==> config.mk <==
export PLATFORM = sky130hd
export DESIGN_NAME = spi_frame_slave_flat
export DESIGN_NICKNAME = d
export VERILOG_FILES = /design/src/rtl/spi_frame_pkg.sv /design/src/rtl/spi_frame_slave_if.sv /design/src/rtl/spi_in_sync.sv /design/src/rtl/spi_frame_slave.sv /design/src/flat_wrapper.sv
export SDC_FILE = /design/constraint.sdc
export NUM_CORES = 1
export LEC_CHECK = 0
export CAP_MARGIN = 25
export CORE_UTILIZATION = 41
export DETAILED_ROUTE_END_ITERATION = 8
export DONT_BUFFER_PORTS = 1
export GPL_ROUTABILITY_DRIVEN = 0
export GPL_TIMING_DRIVEN = 0
export PLACE_DENSITY = 0.54
export SETUP_SLACK_MARGIN = 0.02
export SLEW_MARGIN = 20
export SYNTH_ARGS = -nofsm -noshare
export SYNTH_HDL_FRONTEND = slang
export SYNTH_SLANG_ARGS = --single-unit
==> constraint.sdc <==
create_clock -name clk -period 3 [get_ports clk]
set_input_delay 0.6 -clock clk [delete_from_list [all_inputs] [get_ports clk]]
set_output_delay 0.6 -clock clk [all_outputs]
set_load 0.01 [all_outputs]
==> src/rtl/spi_frame_pkg.sv <==
// Shared types and sizing helpers for the SPI frame slave.
//   state_e        : frame FSM states
//   FRAME_BITS_DEF : default frame length in bits
//   cnt_w()        : bit-counter width able to hold 0..frame_bits inclusive
package spi_frame_pkg;

  localparam int unsigned FRAME_BITS_DEF = 256;

  typedef enum logic [1:0] {
    StWait,
    StIdle,
    StShift,
    StOverrun
  } state_e;

  function automatic int unsigned cnt_w(input int unsigned frame_bits);
    return $clog2(frame_bits + 1);
  endfunction

  localparam int unsigned CNT_W_DEF = cnt_w(FRAME_BITS_DEF);

endpackage

==> src/rtl/spi_frame_slave_if.sv <==
// Bundle of SPI pins and frame-side data between the SPI frame slave and its surroundings.
//   spi_sclk/spi_cs_n/spi_mosi : SPI pins from the master (mode 0)
//   spi_miso                   : SPI data back to the master
//   tx_data                    : frame to send, snapshotted at frame start
//   rx_data/rx_valid           : last good received frame and its update pulse
//   frame_err                  : pulse on short or overlong frame
//   busy                       : frame in progress (SHIFT or OVERRUN)
//   wdog_trip                  : watchdog tripped (only with SPI_WATCHDOG_EN)
// Modports: slave (the transceiver), master (SPI master / frame packers).
interface spi_frame_slave_if
  import spi_frame_pkg::*;
#(
  parameter int unsigned FRAME_BITS = FRAME_BITS_DEF
) ();

  logic                  spi_sclk;
  logic                  spi_cs_n;
  logic                  spi_mosi;
  logic                  spi_miso;
  logic [FRAME_BITS-1:0] tx_data;
  logic [FRAME_BITS-1:0] rx_data;
  logic                  rx_valid;
  logic                  frame_err;
  logic                  busy;
  logic                  wdog_trip;

  modport slave (
    input  spi_sclk, spi_cs_n, spi_mosi, tx_data,
    output spi_miso, rx_data, rx_valid, frame_err, busy, wdog_trip
  );

  modport master (
    output spi_sclk, spi_cs_n, spi_mosi, tx_data,
    input  spi_miso, rx_data, rx_valid, frame_err, busy, wdog_trip
  );

endinterface

==> src/rtl/spi_in_sync.sv <==
// Synchronizer for one asynchronous SPI pin plus registered edge strobes.
//   clk, rst_n : system clock, async active-low reset
//   d_i        : raw pin
//   q_o        : synchronized level, aligned with rise_o/fall_o
//   rise_o     : one-cycle strobe on a 0->1 transition
//   fall_o     : one-cycle strobe on a 1->0 transition
// SYNC_STAGES must be >= 2. RESET_VAL is the idle level of the pin.
module spi_in_sync #(
  parameter int unsigned SYNC_STAGES = 2,
  parameter logic        RESET_VAL   = 1'b0
) (
  input  logic clk,
  input  logic rst_n,
  input  logic d_i,
  output logic q_o,
  output logic rise_o,
  output logic fall_o
);

  // Stages [SYNC_STAGES-1:0] synchronize; the extra top stage is the edge-detect history
  // and doubles as the level output so level and strobes line up in the same cycle.
  logic [SYNC_STAGES:0] chain_q, chain_d;
  logic                 rise_q, rise_d;
  logic                 fall_q, fall_d;

  always_comb begin
    chain_d = {chain_q[SYNC_STAGES-1:0], d_i};
    rise_d  = chain_q[SYNC_STAGES-1] & ~chain_q[SYNC_STAGES];
    fall_d  = ~chain_q[SYNC_STAGES-1] & chain_q[SYNC_STAGES];
  end

  always_ff @(posedge clk or negedge rst_n) begin
    if (!rst_n) begin
      chain_q <= {(SYNC_STAGES + 1){RESET_VAL}};
      rise_q  <= 1'b0;
      fall_q  <= 1'b0;
    end else begin
      chain_q <= chain_d;
      rise_q  <= rise_d;
      fall_q  <= fall_d;
    end
  end

  assign q_o    = chain_q[SYNC_STAGES];
  assign rise_o = rise_q;
  assign fall_o = fall_q;

endmodule

==> src/rtl/spi_frame_slave.sv <==
// SPI mode-0 slave frame transceiver, fully in the clk domain (SPI pins are oversampled).
//   clk, rst_n : system clock (SCLK <= clk/8), async active-low reset
//   bus        : spi_frame_slave_if.slave (SPI pins, tx/rx frames, status pulses)
// Bit 0 goes first on both MOSI and MISO; MOSI bit k lands in rx_data[k].
// A full frame updates rx_data with a one-cycle rx_valid; short or overlong frames pulse
// frame_err and leave rx_data alone.
// Optional macro SPI_WATCHDOG_EN: after WDOG_CYCLES clk without rx_valid, rx_data is forced
// to 0 and wdog_trip is held until the next good frame. Without it wdog_trip is tied 0.
module spi_frame_slave
  import spi_frame_pkg::*;
#(
  parameter int unsigned FRAME_BITS  = FRAME_BITS_DEF,
  parameter int unsigned SYNC_STAGES = 2,
  parameter int unsigned WDOG_CYCLES = 5000000
) (
  input logic              clk,
  input logic              rst_n,
  spi_frame_slave_if.slave bus
);

  localparam int unsigned      CNT_W    = cnt_w(FRAME_BITS);
  localparam int unsigned      IDX_W    = (FRAME_BITS > 1) ? $clog2(FRAME_BITS) : 1;
  localparam logic [CNT_W-1:0] CNT_FULL = CNT_W'(FRAME_BITS);
  localparam logic [CNT_W-1:0] SETTLE   = CNT_W'(SYNC_STAGES + 2);

  logic sclk_rise, sclk_fall, sclk_lvl_unused;
  logic cs_rise, cs_fall, cs_lvl;
  logic mosi_lvl, mosi_rise_unused, mosi_fall_unused;

  spi_in_sync #(.SYNC_STAGES(SYNC_STAGES), .RESET_VAL(1'b0)) u_sync_sclk (
    .clk    (clk),
    .rst_n  (rst_n),
    .d_i    (bus.spi_sclk),
    .q_o    (sclk_lvl_unused),
    .rise_o (sclk_rise),
    .fall_o (sclk_fall)
  );

  spi_in_sync #(.SYNC_STAGES(SYNC_STAGES), .RESET_VAL(1'b1)) u_sync_cs (
    .clk    (clk),
    .rst_n  (rst_n),
    .d_i    (bus.spi_cs_n),
    .q_o    (cs_lvl),
    .rise_o (cs_rise),
    .fall_o (cs_fall)
  );

  spi_in_sync #(.SYNC_STAGES(SYNC_STAGES), .RESET_VAL(1'b0)) u_sync_mosi (
    .clk    (clk),
    .rst_n  (rst_n),
    .d_i    (bus.spi_mosi),
    .q_o    (mosi_lvl),
    .rise_o (mosi_rise_unused),
    .fall_o (mosi_fall_unused)
  );

  state_e                state_q, state_d;
  logic [CNT_W-1:0]      cnt_q, cnt_d;
  logic [FRAME_BITS-1:0] tx_shift_q, tx_shift_d;
  logic [FRAME_BITS-1:0] rx_shift_q, rx_shift_d;
  logic [FRAME_BITS-1:0] rx_data_q, rx_data_d;
  logic                  miso_q, miso_d;
  logic                  rx_valid_q, rx_valid_d;
  logic                  frame_err_q, frame_err_d;
  logic                  rx_load;
  logic [IDX_W-1:0]      idx;

  assign idx = cnt_q[IDX_W-1:0];

  always_comb begin
    state_d     = state_q;
    cnt_d       = cnt_q;
    tx_shift_d  = tx_shift_q;
    rx_shift_d  = rx_shift_q;
    miso_d      = miso_q;
    rx_valid_d  = 1'b0;
    frame_err_d = 1'b0;
    rx_load     = 1'b0;

    // cs_rise takes priority over everything, including a same-cycle sclk_rise.
    if (cs_rise) begin
      state_d = StIdle;
      miso_d  = 1'b0;
      if (state_q == StShift && cnt_q == CNT_FULL) begin
        rx_load    = 1'b1;
        rx_valid_d = 1'b1;
      end else if (state_q == StShift || state_q == StOverrun) begin
        frame_err_d = 1'b1;
      end
    end else begin
      unique case (state_q)
        // The counter doubles as a settle timer: the CS_N chain resets to 1, so with the pin
        // held low a stale cs_fall appears shortly after reset and must not start a frame.
        StWait: begin
          miso_d = 1'b0;
          if (cnt_q != SETTLE) begin
            cnt_d = cnt_q + 1'b1;
          end else if (cs_lvl) begin
            state_d = StIdle;
          end
        end
        StIdle: begin
          miso_d = 1'b0;
          if (cs_fall) begin
            tx_shift_d = bus.tx_data;
            miso_d     = bus.tx_data[0];
            cnt_d      = '0;
            state_d    = StShift;
          end
        end
        StShift: begin
          if (sclk_rise) begin
            if (cnt_q == CNT_FULL) begin
              state_d = StOverrun;
              miso_d  = 1'b0;
            end else begin
              rx_shift_d[idx] = mosi_lvl;
              cnt_d           = cnt_q + 1'b1;
            end
          end else if (sclk_fall && cnt_q < CNT_FULL) begin
            miso_d = tx_shift_q[idx];
          end
        end
        StOverrun: begin
          miso_d = 1'b0;
        end
        default: begin
          state_d = StWait;
          miso_d  = 1'b0;
        end
      endcase
    end
  end

  always_ff @(posedge clk or negedge rst_n) begin
    if (!rst_n) begin
      state_q     <= StWait;
      cnt_q       <= '0;
      tx_shift_q  <= '0;
      rx_shift_q  <= '0;
      rx_data_q   <= '0;
      miso_q      <= 1'b0;
      rx_valid_q  <= 1'b0;
      frame_err_q <= 1'b0;
    end else begin
      state_q     <= state_d;
      cnt_q       <= cnt_d;
      tx_shift_q  <= tx_shift_d;
      rx_shift_q  <= rx_shift_d;
      rx_data_q   <= rx_data_d;
      miso_q      <= miso_d;
      rx_valid_q  <= rx_valid_d;
      frame_err_q <= frame_err_d;
    end
  end

`ifdef SPI_WATCHDOG_EN
  localparam int unsigned       WDOG_W    = (WDOG_CYCLES > 1) ? $clog2(WDOG_CYCLES) : 1;
  localparam logic [WDOG_W-1:0] WDOG_LAST = WDOG_W'(WDOG_CYCLES - 1);

  logic [WDOG_W-1:0] wdog_cnt_q, wdog_cnt_d;
  logic              wdog_trip_q, wdog_trip_d;
  logic              wdog_hit;

  // A frame loading in the same cycle wins over the safe-state clear; the rx_valid that
  // follows then restarts the counter.
  always_comb begin
    wdog_hit    = (wdog_cnt_q == WDOG_LAST) && !rx_valid_q && !rx_load;
    wdog_cnt_d  = wdog_cnt_q;
    wdog_trip_d = wdog_trip_q;
    if (rx_valid_q) begin
      wdog_cnt_d  = '0;
      wdog_trip_d = 1'b0;
    end else if (wdog_cnt_q != WDOG_LAST) begin
      wdog_cnt_d = wdog_cnt_q + 1'b1;
    end else if (wdog_hit) begin
      wdog_trip_d = 1'b1;
    end

    if (rx_load) begin
      rx_data_d = rx_shift_q;
    end else if (wdog_hit) begin
      rx_data_d = '0;
    end else begin
      rx_data_d = rx_data_q;
    end
  end

  always_ff @(posedge clk or negedge rst_n) begin
    if (!rst_n) begin
      wdog_cnt_q  <= '0;
      wdog_trip_q <= 1'b0;
    end else begin
      wdog_cnt_q  <= wdog_cnt_d;
      wdog_trip_q <= wdog_trip_d;
    end
  end

  assign bus.wdog_trip = wdog_trip_q;
`else
  logic unused_wdog_cycles;
  assign unused_wdog_cycles = ^WDOG_CYCLES;

  always_comb begin
    rx_data_d = rx_load ? rx_shift_q : rx_data_q;
  end

  assign bus.wdog_trip = 1'b0;
`endif

  assign bus.spi_miso  = miso_q;
  assign bus.rx_data   = rx_data_q;
  assign bus.rx_valid  = rx_valid_q;
  assign bus.frame_err = frame_err_q;
  assign bus.busy      = (state_q == StShift) || (state_q == StOverrun);

endmodule

==> src/flat_wrapper.sv <==
// flat-port wrapper written by rule: the top's interface ports become plain ports
module spi_frame_slave_flat import spi_frame_pkg::*;
#(
  parameter int unsigned FRAME_BITS  = FRAME_BITS_DEF,
  parameter int unsigned SYNC_STAGES = 2,
  parameter int unsigned WDOG_CYCLES = 5000000
)
  (clk, rst_n, bus_spi_sclk, bus_spi_cs_n, bus_spi_mosi, bus_tx_data, bus_spi_miso, bus_rx_data, bus_rx_valid, bus_frame_err, bus_busy, bus_wdog_trip);
  spi_frame_slave_if #(.FRAME_BITS(FRAME_BITS)) bus_i ();
  input logic clk;
  input logic rst_n;
  input wire logic [$bits(bus_i.spi_sclk)-1:0] bus_spi_sclk;
  input wire logic [$bits(bus_i.spi_cs_n)-1:0] bus_spi_cs_n;
  input wire logic [$bits(bus_i.spi_mosi)-1:0] bus_spi_mosi;
  input wire logic [$bits(bus_i.tx_data)-1:0] bus_tx_data;
  output wire logic [$bits(bus_i.spi_miso)-1:0] bus_spi_miso;
  output wire logic [$bits(bus_i.rx_data)-1:0] bus_rx_data;
  output wire logic [$bits(bus_i.rx_valid)-1:0] bus_rx_valid;
  output wire logic [$bits(bus_i.frame_err)-1:0] bus_frame_err;
  output wire logic [$bits(bus_i.busy)-1:0] bus_busy;
  output wire logic [$bits(bus_i.wdog_trip)-1:0] bus_wdog_trip;
  assign bus_i.spi_sclk = bus_spi_sclk;
  assign bus_i.spi_cs_n = bus_spi_cs_n;
  assign bus_i.spi_mosi = bus_spi_mosi;
  assign bus_i.tx_data = bus_tx_data;
  assign bus_spi_miso = bus_i.spi_miso;
  assign bus_rx_data = bus_i.rx_data;
  assign bus_rx_valid = bus_i.rx_valid;
  assign bus_frame_err = bus_i.frame_err;
  assign bus_busy = bus_i.busy;
  assign bus_wdog_trip = bus_i.wdog_trip;
  spi_frame_slave #(.FRAME_BITS(FRAME_BITS), .SYNC_STAGES(SYNC_STAGES), .WDOG_CYCLES(WDOG_CYCLES)) u_core (.clk(clk), .rst_n(rst_n), .bus(bus_i));
endmodule
======== Word level (Yosys, flattened, before mapping) ========
Index checks and enable logic that the tools add are counted.
storage, ports and cells
  bits in registers ....................... 795
operators by class
  eq/ne operators ......................... 16
  mux-type cells .......................... 28
  reduce and logical (&&, ||, !) cells .... 13
  add/sub/neg operators ................... 1
  bitwise gates (word level) .............. 10
  order comparisons ....................... 3
operator list
  operator               number
  $bwmux W256            1
  $mux W9                4
  $pmux W9 S3            1
  $ne A3 B3 Y1 const B   5
  $mux W1                12
  $mux W2                6
  $reduce_and A6 Y1      2
  $add A9 B1 Y9 const B  1
  $eq A9 B9 Y1 const B   1
  $lt A8 B9 Y1 const B   1
  $lt A9 B9 Y1 const B   1
  $ne A9 B3 Y1 const B   1
  $bmux W1 S8            1
  $demux W1 S8           1
  $ge A8 B1 Y1 const B   1
  $ne A4 B4 Y1 const B   2
  $ne A2 B2 Y1 const B   3
  $not A1 Y1             6
  $pmux W2 S3            1
  $and A1 B1 Y1          4
  $eq A2 B2 Y1 const B   2
  $reduce_and A4 Y1      1
  $reduce_bool A4 Y1     1
  $logic_and A1 B1 Y1    3
  other kinds (9)        9

======== Longest topological paths before layout ========
Gate-level depths: netlist of the first run.
  depth after elaboration ................. 6
  gate-level depth with buffers ........... 11

======== By module ========
From an unflattened synthesis of the first run, not the netlist that was laid out.
unflattened totals
  cells, all modules ...................... 2,783
  area total of the unflattened synthesis .. 33,662.3 um^2
modules (own cells, without submodules)
  module                                 instances  area each (um^2)  cells an instance  sequential area each (um^2)
  spi_frame_slave                        1          33,238.1          2,762              19,568.8
  spi_in_sync at u_core.u_sync_mosi ...  2          140.1             7                  125.1
  spi_in_sync at u_core.u_sync_cs        1          143.9             7                  128.9

======== Least setup slack after synthesis of the first run ========
Ideal clock, no wire load.
  path kind ............................... reg2reg
  start point ............................. register u_core.cnt_q[1]
  end point ............................... register u_core.cnt_q[8]
  cell stages (with the launch flop) ...... 11
  path buffers ............................ 3
  required time ........................... 2.936 ns
  clock period less this slack ............ 2.341 ns
  arrival time ............................ 2.277 ns
  slack ................................... 0.659 ns
  library setup time ...................... 0.064 ns
  path through ............................ dfrtp_1 clkbuf_1 buf_2 buf_2 inv_1 ha_1 nand2_1 o211ai_1 or4_1 a21oi_1 a21o_1
on the way
  longest elaborated chain between the ends .. 4
RTL lines
  element                 RTL line                                       text
  from (decl)             spi_frame_slave.sv:58                          logic [CNT_W-1:0] cnt_q, cnt_d;
  from (signal assigned)  spi_frame_slave.sv:147                         cnt_q <= cnt_d;
  $add A9 B1 Y9           spi_frame_slave.sv:97, spi_frame_slave.sv:118
  $mux W9                 spi_frame_slave.sv:113                         if (cnt_q == CNT_FULL) begin
  $mux W9                 spi_frame_slave.sv:112                         if (sclk_rise) begin
  $pmux W9 S3             spi_frame_slave.sv:91                          unique case (state_q)
Several ways; a longest one is shown, not always the timed one. The select of a mux whose other input is x is not followed.
A chain may end at the register's enable or synchronous reset.

======== Worst setup path in the final report of the first run ========
  start point ............................. register u_core.cnt_q[2]
  end point ............................... register u_core.rx_shift_q[112]
on the way
  longest elaborated chain between the ends .. 5
RTL lines
  element                                                                    RTL line                text
  $lt A8 B9 Y1 (implied by the code) / $ge A8 B1 Y1 (equally long branches)  spi_frame_slave.sv:117  rx_shift_d[idx] = mosi_lvl;
  $logic_and A1 B1 Y1 (implied by the code)                                  spi_frame_slave.sv:117
  $mux W1 (implied by the code)                                              spi_frame_slave.sv:117
  $demux W1 S8                                                               n/a
  $bwmux W256                                                                spi_frame_slave.sv:117
  to (signal assigned)                                                       spi_frame_slave.sv:149  rx_shift_q <= rx_shift_d;
  to (decl)                                                                  spi_frame_slave.sv:60   logic [FRAME_BITS-1:0] rx_shift_q, rx_shift_d;
Several ways; a longest one is shown, not always the timed one.

==> results.sh, run 1 <==
export IMPL_synth_compound_area_share_pct=1.57
export IMPL_synthAdderAreaFrac_pct=0.343
export IMPL_yosysWarnings=0
export IMPL_drive_gt1_share_pct=24.2
export IMPL_setup_tns_final_ps=0
export IMPL_dp_cells=3822
export IMPL_rows=103
export IMPL_grt_pass1_wl_mm=144
export IMPL_crit_type="flop to flop"
export IMPL_yosysUniqueCellTypes=41
export IMPL_synth_top_area_share_pct=60.3
export IMPL_nets=3140
export IMPL_synth_xor_area_share_pct=0
export IMPL_routed_wl_mm=97.3
export IMPL_final_common_cell="nand2_1"
export IMPL_tightest_slew_ps=911
export IMPL_synth_ff_type="dfrtp_1"
export IMPL_io_pins=522
export IMPL_worst_path_max_fanout=10
export IMPL_hold_class="input port to asynchronous set/reset pin"
export IMPL_fin_area_sq_um=37700
export IMPL_ys_top_cells_by_area="dfrtp_1 (60%), mux2_2 (14%), nand2_1 (9.4%)"
export IMPL_finish_utilization_pct=47.6
export IMPL_cp_data_required_time_ps=3520
export IMPL_crit_path_end_kind="flop"
export IMPL_cp_arrival_ps=3440
export IMPL_grt_use_total_pct=23.9
export IMPL_synth_edff_count=0
export IMPL_finalCriticalPeriod_ps=2920
export IMPL_rsz0062_at_grt="yes"
export IMPL_wire_per_inst_microns=24.3
export IMPL_finalHoldViolCount=37
export IMPL_overflow=0
export IMPL_fillCellCount=7247
export IMPL_synth_fp_nets=3041
export IMPL_hold_worst_slack_ps=-65.2
export IMPL_area_delta_synth_final_pct=14.8
export IMPL_start_util_pct=41.5
export IMPL_die_area_sq_um=81200
export IMPL_drtPass1Iterations=5
export IMPL_clock_latency_ps=640
export IMPL_max_slew_margin_pct=39.2
export IMPL_synthArstFlopShare_pct=100
export IMPL_ys_seq_elements=795
export IMPL_seq_area_sq_um=19900
export IMPL_cp_top_family="buffers and inverters"
export IMPL_root_buffer="clkbuf_16"
export IMPL_max_stage_delay_ps=720
export IMPL_multiInputGateArea_sq_um=12300
export IMPL_p_per_area_nw_per_um2=827
export IMPL_total_power_mw=31.2
export IMPL_grt_pass1_vias=21900
export IMPL_layout_common_cells="nand2_1 (804), dfrtp_1 (792), mux2_2 (395)"
export IMPL_finalSetupViolations=0
export IMPL_synth_mux_area_fraction_pct=22.0
export IMPL_vdd_drop_max_uv=529
export IMPL_synthCells=2771
export IMPL_htreeDepth=3
export IMPL_slew_viol_final=0
export IMPL_hpwl_mm=66.7
export IMPL_antenna_found_initial=34
export IMPL_pre_cts_ws_ps=-769
export IMPL_dieWidth_microns=285
export IMPL_vias=20900
export IMPL_synth_area_leader_cell="dfrtp_1"
export IMPL_postPlaceCellArea_sq_um=34200
export IMPL_syn_area_sq_um=32800
export IMPL_fmax_ghz=0.342
export IMPL_avgViaCountPerCell=5.22
export IMPL_grt_max_degree=796
export IMPL_cpMostUsedCell="nor2_1"
export IMPL_yosys_area_share_simple_pct=13.1
export IMPL_die_y_microns=285
export IMPL_detail_route_antenna_nets=0
export IMPL_layout_setup_ws_ps=75.8
export IMPL_power_leakage_nw=18.2
export IMPL_drt_initial_drc_count=1408
export IMPL_violations="hold timing"
export IMPL_portBuffers=0
export IMPL_synth_top_family_by_area="multiplexers"
export IMPL_cts_tree="built"
export IMPL_fin_skew_ps=25.5
export IMPL_finalNonFillerCells=4006
export IMPL_crit_chain="nor2_1 > clkbuf_1 > nand2_2 > clkbuf_4 > nor2_1 > mux2_2"
export IMPL_clock_sinks=795
export IMPL_fp_coreArea_sq_um=79100
export IMPL_clkTransAtPathRegs_ps=60
export IMPL_crit_slowest_cell="clkbuf_1"
export IMPL_cts_made_buffers=87
export IMPL_synth_avg_cell_area_sq_um=11.9
export IMPL_clock_path_buffers=3
export IMPL_maxCapViolCount=0
export IMPL_period_share_pct=97.5
export IMPL_status="finished, violations left"
export IMPL_path_buf_inv=2
export IMPL_yosysSeqAreaShare_pct=60.6
export IMPL_start_kind="flop"
export IMPL_drc=0
-- Yosys cell counts, types with 2 or more instances --
master	instances
mux2i_1	2
o21ai_0	10
dfstp_2	3
a31oi_1	2
nor3_1	4
inv_2	2
dfrtp_1	792
buf_4	2
a22oi_1	37
nor2b_1	9
a211o_1	2
a21oi_1	14
nand3_1	6
nor4_1	2
inv_1	6
mux2_1	116
buf_1	2
buf_2	33
nand3b_1	2
o31ai_1	3
or2_2	2
nand2_1	820
buf_6	5
mux4_2	64
a21o_1	3
and4_1	2
clkbuf_1	137
ha_1	9
nor2_1	269
mux2_2	395
nand2b_1	5
and2_1	2
-- final cells by class --
type                    instances  area share (%)
diodes                         13          0.0863
plain buffers                 177            2.31
clock buffers                 127            6.70
clock inverters                35            1.42
inverters                       8          0.0797
multi-input cells            1789            32.5
flip-flops and latches        795            52.8
well taps                    1050            3.49
repair buffers                 12           0.607
-- power breakdown --
group	internal (mW)	switching (mW)	total, mW
clock network	6.77	4.52	11.3
logic	3.20	3.12	6.32
registers	12.6	0.987	13.6
total	22.5	8.63	31.2
-- kinds of logic after synthesis --
logic type               Yosys count
AO/OA/AOI/OAI                     77
adder cells (fa/ha/maj)            9
buffers and inverters            187
flip-flops                       795
multiplexers                     577
other                              1
AND/OR/NAND/NOR                 1125
-- repair_timing --
action | CTS | global route
endpoints found under the setup margin | 280 | 231
hold buffers | 3 | 2
setup buffers | 0 | 1
resized for setup | 56 | 33
hold endpoints to repair | 795 | 37
pin swaps | 0 | 1
-- sequential cells by signal, indices dropped and copies added, names as in the netlist --
| register | count |
|---|---|
| u_core.cnt_q | 9 |
| u_core.bus.frame_err | 1 |
| u_core.u_sync_cs.rise_o | 1 |
| u_core.u_sync_sclk.rise_o | 1 |
| u_core.bus.spi_miso | 1 |
| u_core.u_sync_cs.fall_o | 1 |
| u_core.bus.rx_data | 256 |
| u_core.tx_shift_q | 256 |
| u_core.state_q | 2 |
| u_core.u_sync_sclk.chain_q | 3 |
| u_core.rx_shift_q | 256 |
| u_core.u_sync_sclk.fall_o | 1 |
| u_core.u_sync_mosi.chain_q | 3 |
| u_core.bus.rx_valid | 1 |
| u_core.u_sync_cs.chain_q | 3 |
-- final timing paths --
path	startpoint	cells after the start	endpoint	slack, ps
setup / recovery	u_core.cnt_q[2]	6	u_core.rx_shift_q[112]	80
hold / removal	rst_n	1	u_core.rx_shift_q[20]	-70
setup reg to reg	u_core.cnt_q[2]	6	u_core.rx_shift_q[112]	80
hold reg to reg	u_core.u_sync_mosi.chain_q[1]	0	u_core.u_sync_mosi.chain_q[2]	350
max in group asynchronous	rst_n	3	u_core.tx_shift_q[182]	1150
min in group clk	bus_tx_data[55]	1	u_core.tx_shift_q[55]	100
-- worst reg2reg max path: cells and delay by family (launching register included) --
kind | cells | cell delay, ps
buffers and inverters | 2 | 1130
DFF | 1 | 430
muxes | 1 | 350
and+or+nand+nor | 3 | 890
-- per-layer routing --
metal  wire (microns)  vias to the layer above  global-route usage [%]
met2            48100                      613                    40.1
met3             7150                      181                    7.51
met5              238                        -                       0
met1            39200                    10700                    29.3
met4             2620                       36                    7.29
li1                 -                     9398                       -
Power figures use the tool's default switching activity.
==> run 2, diff against run 1 <==
--- a/config.mk
+++ b/config.mk
@@ -6,12 +6,12 @@
 export NUM_CORES = 1
 export LEC_CHECK = 0
 export CAP_MARGIN = 25
-export CORE_UTILIZATION = 41
+export CORE_UTILIZATION = 30
 export DETAILED_ROUTE_END_ITERATION = 8
 export DONT_BUFFER_PORTS = 1
 export GPL_ROUTABILITY_DRIVEN = 0
 export GPL_TIMING_DRIVEN = 0
-export PLACE_DENSITY = 0.54
+export PLACE_DENSITY = 0.43
 export SETUP_SLACK_MARGIN = 0.02
 export SLEW_MARGIN = 20
 export SYNTH_ARGS = -nofsm -noshare
==> results.sh, run 2 (synthesis results as in run 1) <==
export IMPL_status="finished, violations left"
export IMPL_violations="hold timing"
export IMPL_io_pins=522
export IMPL_root_buffer="clkbuf_16"
export IMPL_rsz0062_at_grt="no"
export IMPL_routed_wl_mm=107
export IMPL_clock_path_buffers=3
export IMPL_crit_path_end_kind="flop"
export IMPL_fmax_ghz=0.354
export IMPL_final_common_cell="nand2_1"
export IMPL_cts_made_buffers=93
export IMPL_grt_pass1_wl_mm=156
export IMPL_finalHoldViolCount=101
export IMPL_start_util_pct=30.2
export IMPL_worst_r2r_endpoint="u_core.bus.spi_miso"
export IMPL_rows=121
export IMPL_hold_worst_slack_ps=-104
export IMPL_grt_max_degree=796
export IMPL_crit_type="flop to flop"
export IMPL_drtPass1Iterations=5
export IMPL_drt_initial_drc_count=1033
export IMPL_met3_usage_pct=6.52
export IMPL_finalSetupViolations=0
export IMPL_antenna_found_initial=45
export IMPL_rrSetupSlack_ps=170
export IMPL_maxCapViolCount=0
export IMPL_cp_data_required_time_ps=3550
export IMPL_clock_latency_ps=690
export IMPL_hpwl_mm=74.5
export IMPL_finalCriticalPeriod_ps=2830
export IMPL_postPlaceCellArea_sq_um=34700
export IMPL_grt_pass1_vias=22400
export IMPL_ff2ff_path_depth=10
export IMPL_vdd_drop_max_uv=524
export IMPL_worst_path_max_fanout=10
export IMPL_r2r_start="u_core.cnt_q[1]"
export IMPL_layout_common_cells="nand2_1 (804), dfrtp_1 (792), mux2_2 (395)"
export IMPL_nets=3149
export IMPL_vias=20900
export IMPL_fin_skew_ps=68.3
export IMPL_grt_use_met2_pct=32.7
export IMPL_detail_route_antenna_nets=0
export IMPL_die_y_microns=333
export IMPL_drive_gt1_share_pct=24.8
export IMPL_drc=0
export IMPL_area_delta_synth_final_pct=16.8
export IMPL_slew_viol_final=0
export IMPL_grtUsageMet1_pct=23.4
export IMPL_overflow=0
export IMPL_fp_coreArea_sq_um=109000
export IMPL_htreeDepth=3
export IMPL_period_share_pct=94.2
export IMPL_die_area_sq_um=111000
export IMPL_start_kind="flop"
export IMPL_dieWidth_microns=333
export IMPL_avgViaCountPerCell=4.77
export IMPL_max_slew_margin_pct=24.7
export IMPL_clock_sinks=795
export IMPL_cp_arrival_ps=3380
export IMPL_fin_area_sq_um=38400
export IMPL_p_per_area_nw_per_um2=829
export IMPL_wire_per_inst_microns=24.5
export IMPL_hold_class="input port to asynchronous set/reset pin"
export IMPL_top_usage_layer="met2"
export IMPL_clkTransAtPathRegs_ps=60
export IMPL_portBuffers=0
export IMPL_grt_use_total_pct=19.3
export IMPL_power_leakage_nw=18.4
export IMPL_cts_tree="built"
export IMPL_tightest_slew_ps=1130
-- run 2: cell count changes in the layout (fill, tap and decap cells not counted), moves of 3 or more --
cell / previous run / this run
clkbuf_16: 87 / 93
clkbuf_1: 122 / 113
clkbuf_8: 22 / 28
clkbuf_2: 17 / 20
diode_2: 13 / 9
-- run 2: through the flow --
step                      utilization [%]  setup WS (ps)  total power [mW]  std cells  setup TNS (ps)
after global placement               31.8          -1320              19.7       4185         -185400
after detailed placement             31.9          -1050              20.0       4187         -149500
after global routing                 35.3           23.1              33.4       4374               0
after CTS                            35.1          -34.7              32.1       4360            -246
after floorplan                         -            659              17.7       2771               0
final                                35.3            173              31.8       4377               0
-- run 2: final cells by class --
type / instances / area (sq um)
Fill cell: 10600 / 70300
Sequential cell: 795 / 19900
Multi-Input combinational cell: 1789 / 12300
Clock buffer: 132 / 2700
Tap cell: 1414 / 1770
Buffer: 178 / 898
Clock inverter: 38 / 532
Timing Repair Buffer: 14 / 256
Inverter: 8 / 30.0
Antenna cell: 9 / 22.5
-- run 2: routing by layer --
layer	wire [microns]	share of wire, %	vias up
li1	-	-	9439
met1	44000	41	10700
met2	52500	49	543
met3	8100	7.5	194
met4	2470	2.3	62
met5	395	0.37	-
-- run 2: power breakdown --
group / switching (mW) / internal [mW]
Sequential: 0.953 / 12.6
Combinational: 3.27 / 3.23
Clock: 4.72 / 7.09
Total: 8.94 / 22.9
-- run 2: timing repair --
| item | in CTS | in global routing |
|---|---|---|
| hold endpoints to repair | 798 | 43 |
| endpoints found under the setup margin | 472 | 202 |
| hold buffers | 3 | 1 |
| setup buffers | 1 | 2 |
| pin swaps | 1 | 2 |
| resized for setup | 67 | 29 |
-- run 2: worst max path at each step --
| stage | startpoint | to | slack [ps] | cells past startpoint |
|---|---|---|---|---|
| detailed placement | u_core.cnt_q[1] | u_core.rx_shift_q[116] | -1050 | 9 |
| floorplan | u_core.cnt_q[1] | u_core.cnt_q[8] | 660 | 10 |
| global placement | u_core.cnt_q[1] | u_core.rx_shift_q[120] | -1320 | 9 |
| finish | u_core.cnt_q[1] | u_core.bus.spi_miso | 170 | 10 |
| CTS | u_core.cnt_q[0] | u_core.rx_shift_q[202] | -30 | 8 |
| global route | u_core.cnt_q[3] | u_core.rx_shift_q[255] | 20 | 6 |
-- run 2: worst max-delay path, stage by stage (launching register included) --
cell,delay (ps)
dfrtp_1,380
clkbuf_2,210
buf_6,230
buf_4,290
mux4_2,380
a22oi_1,250
nand2_1,110
a21oi_1,270
a21oi_1,110
nor4_1,340
o21ai_1,110
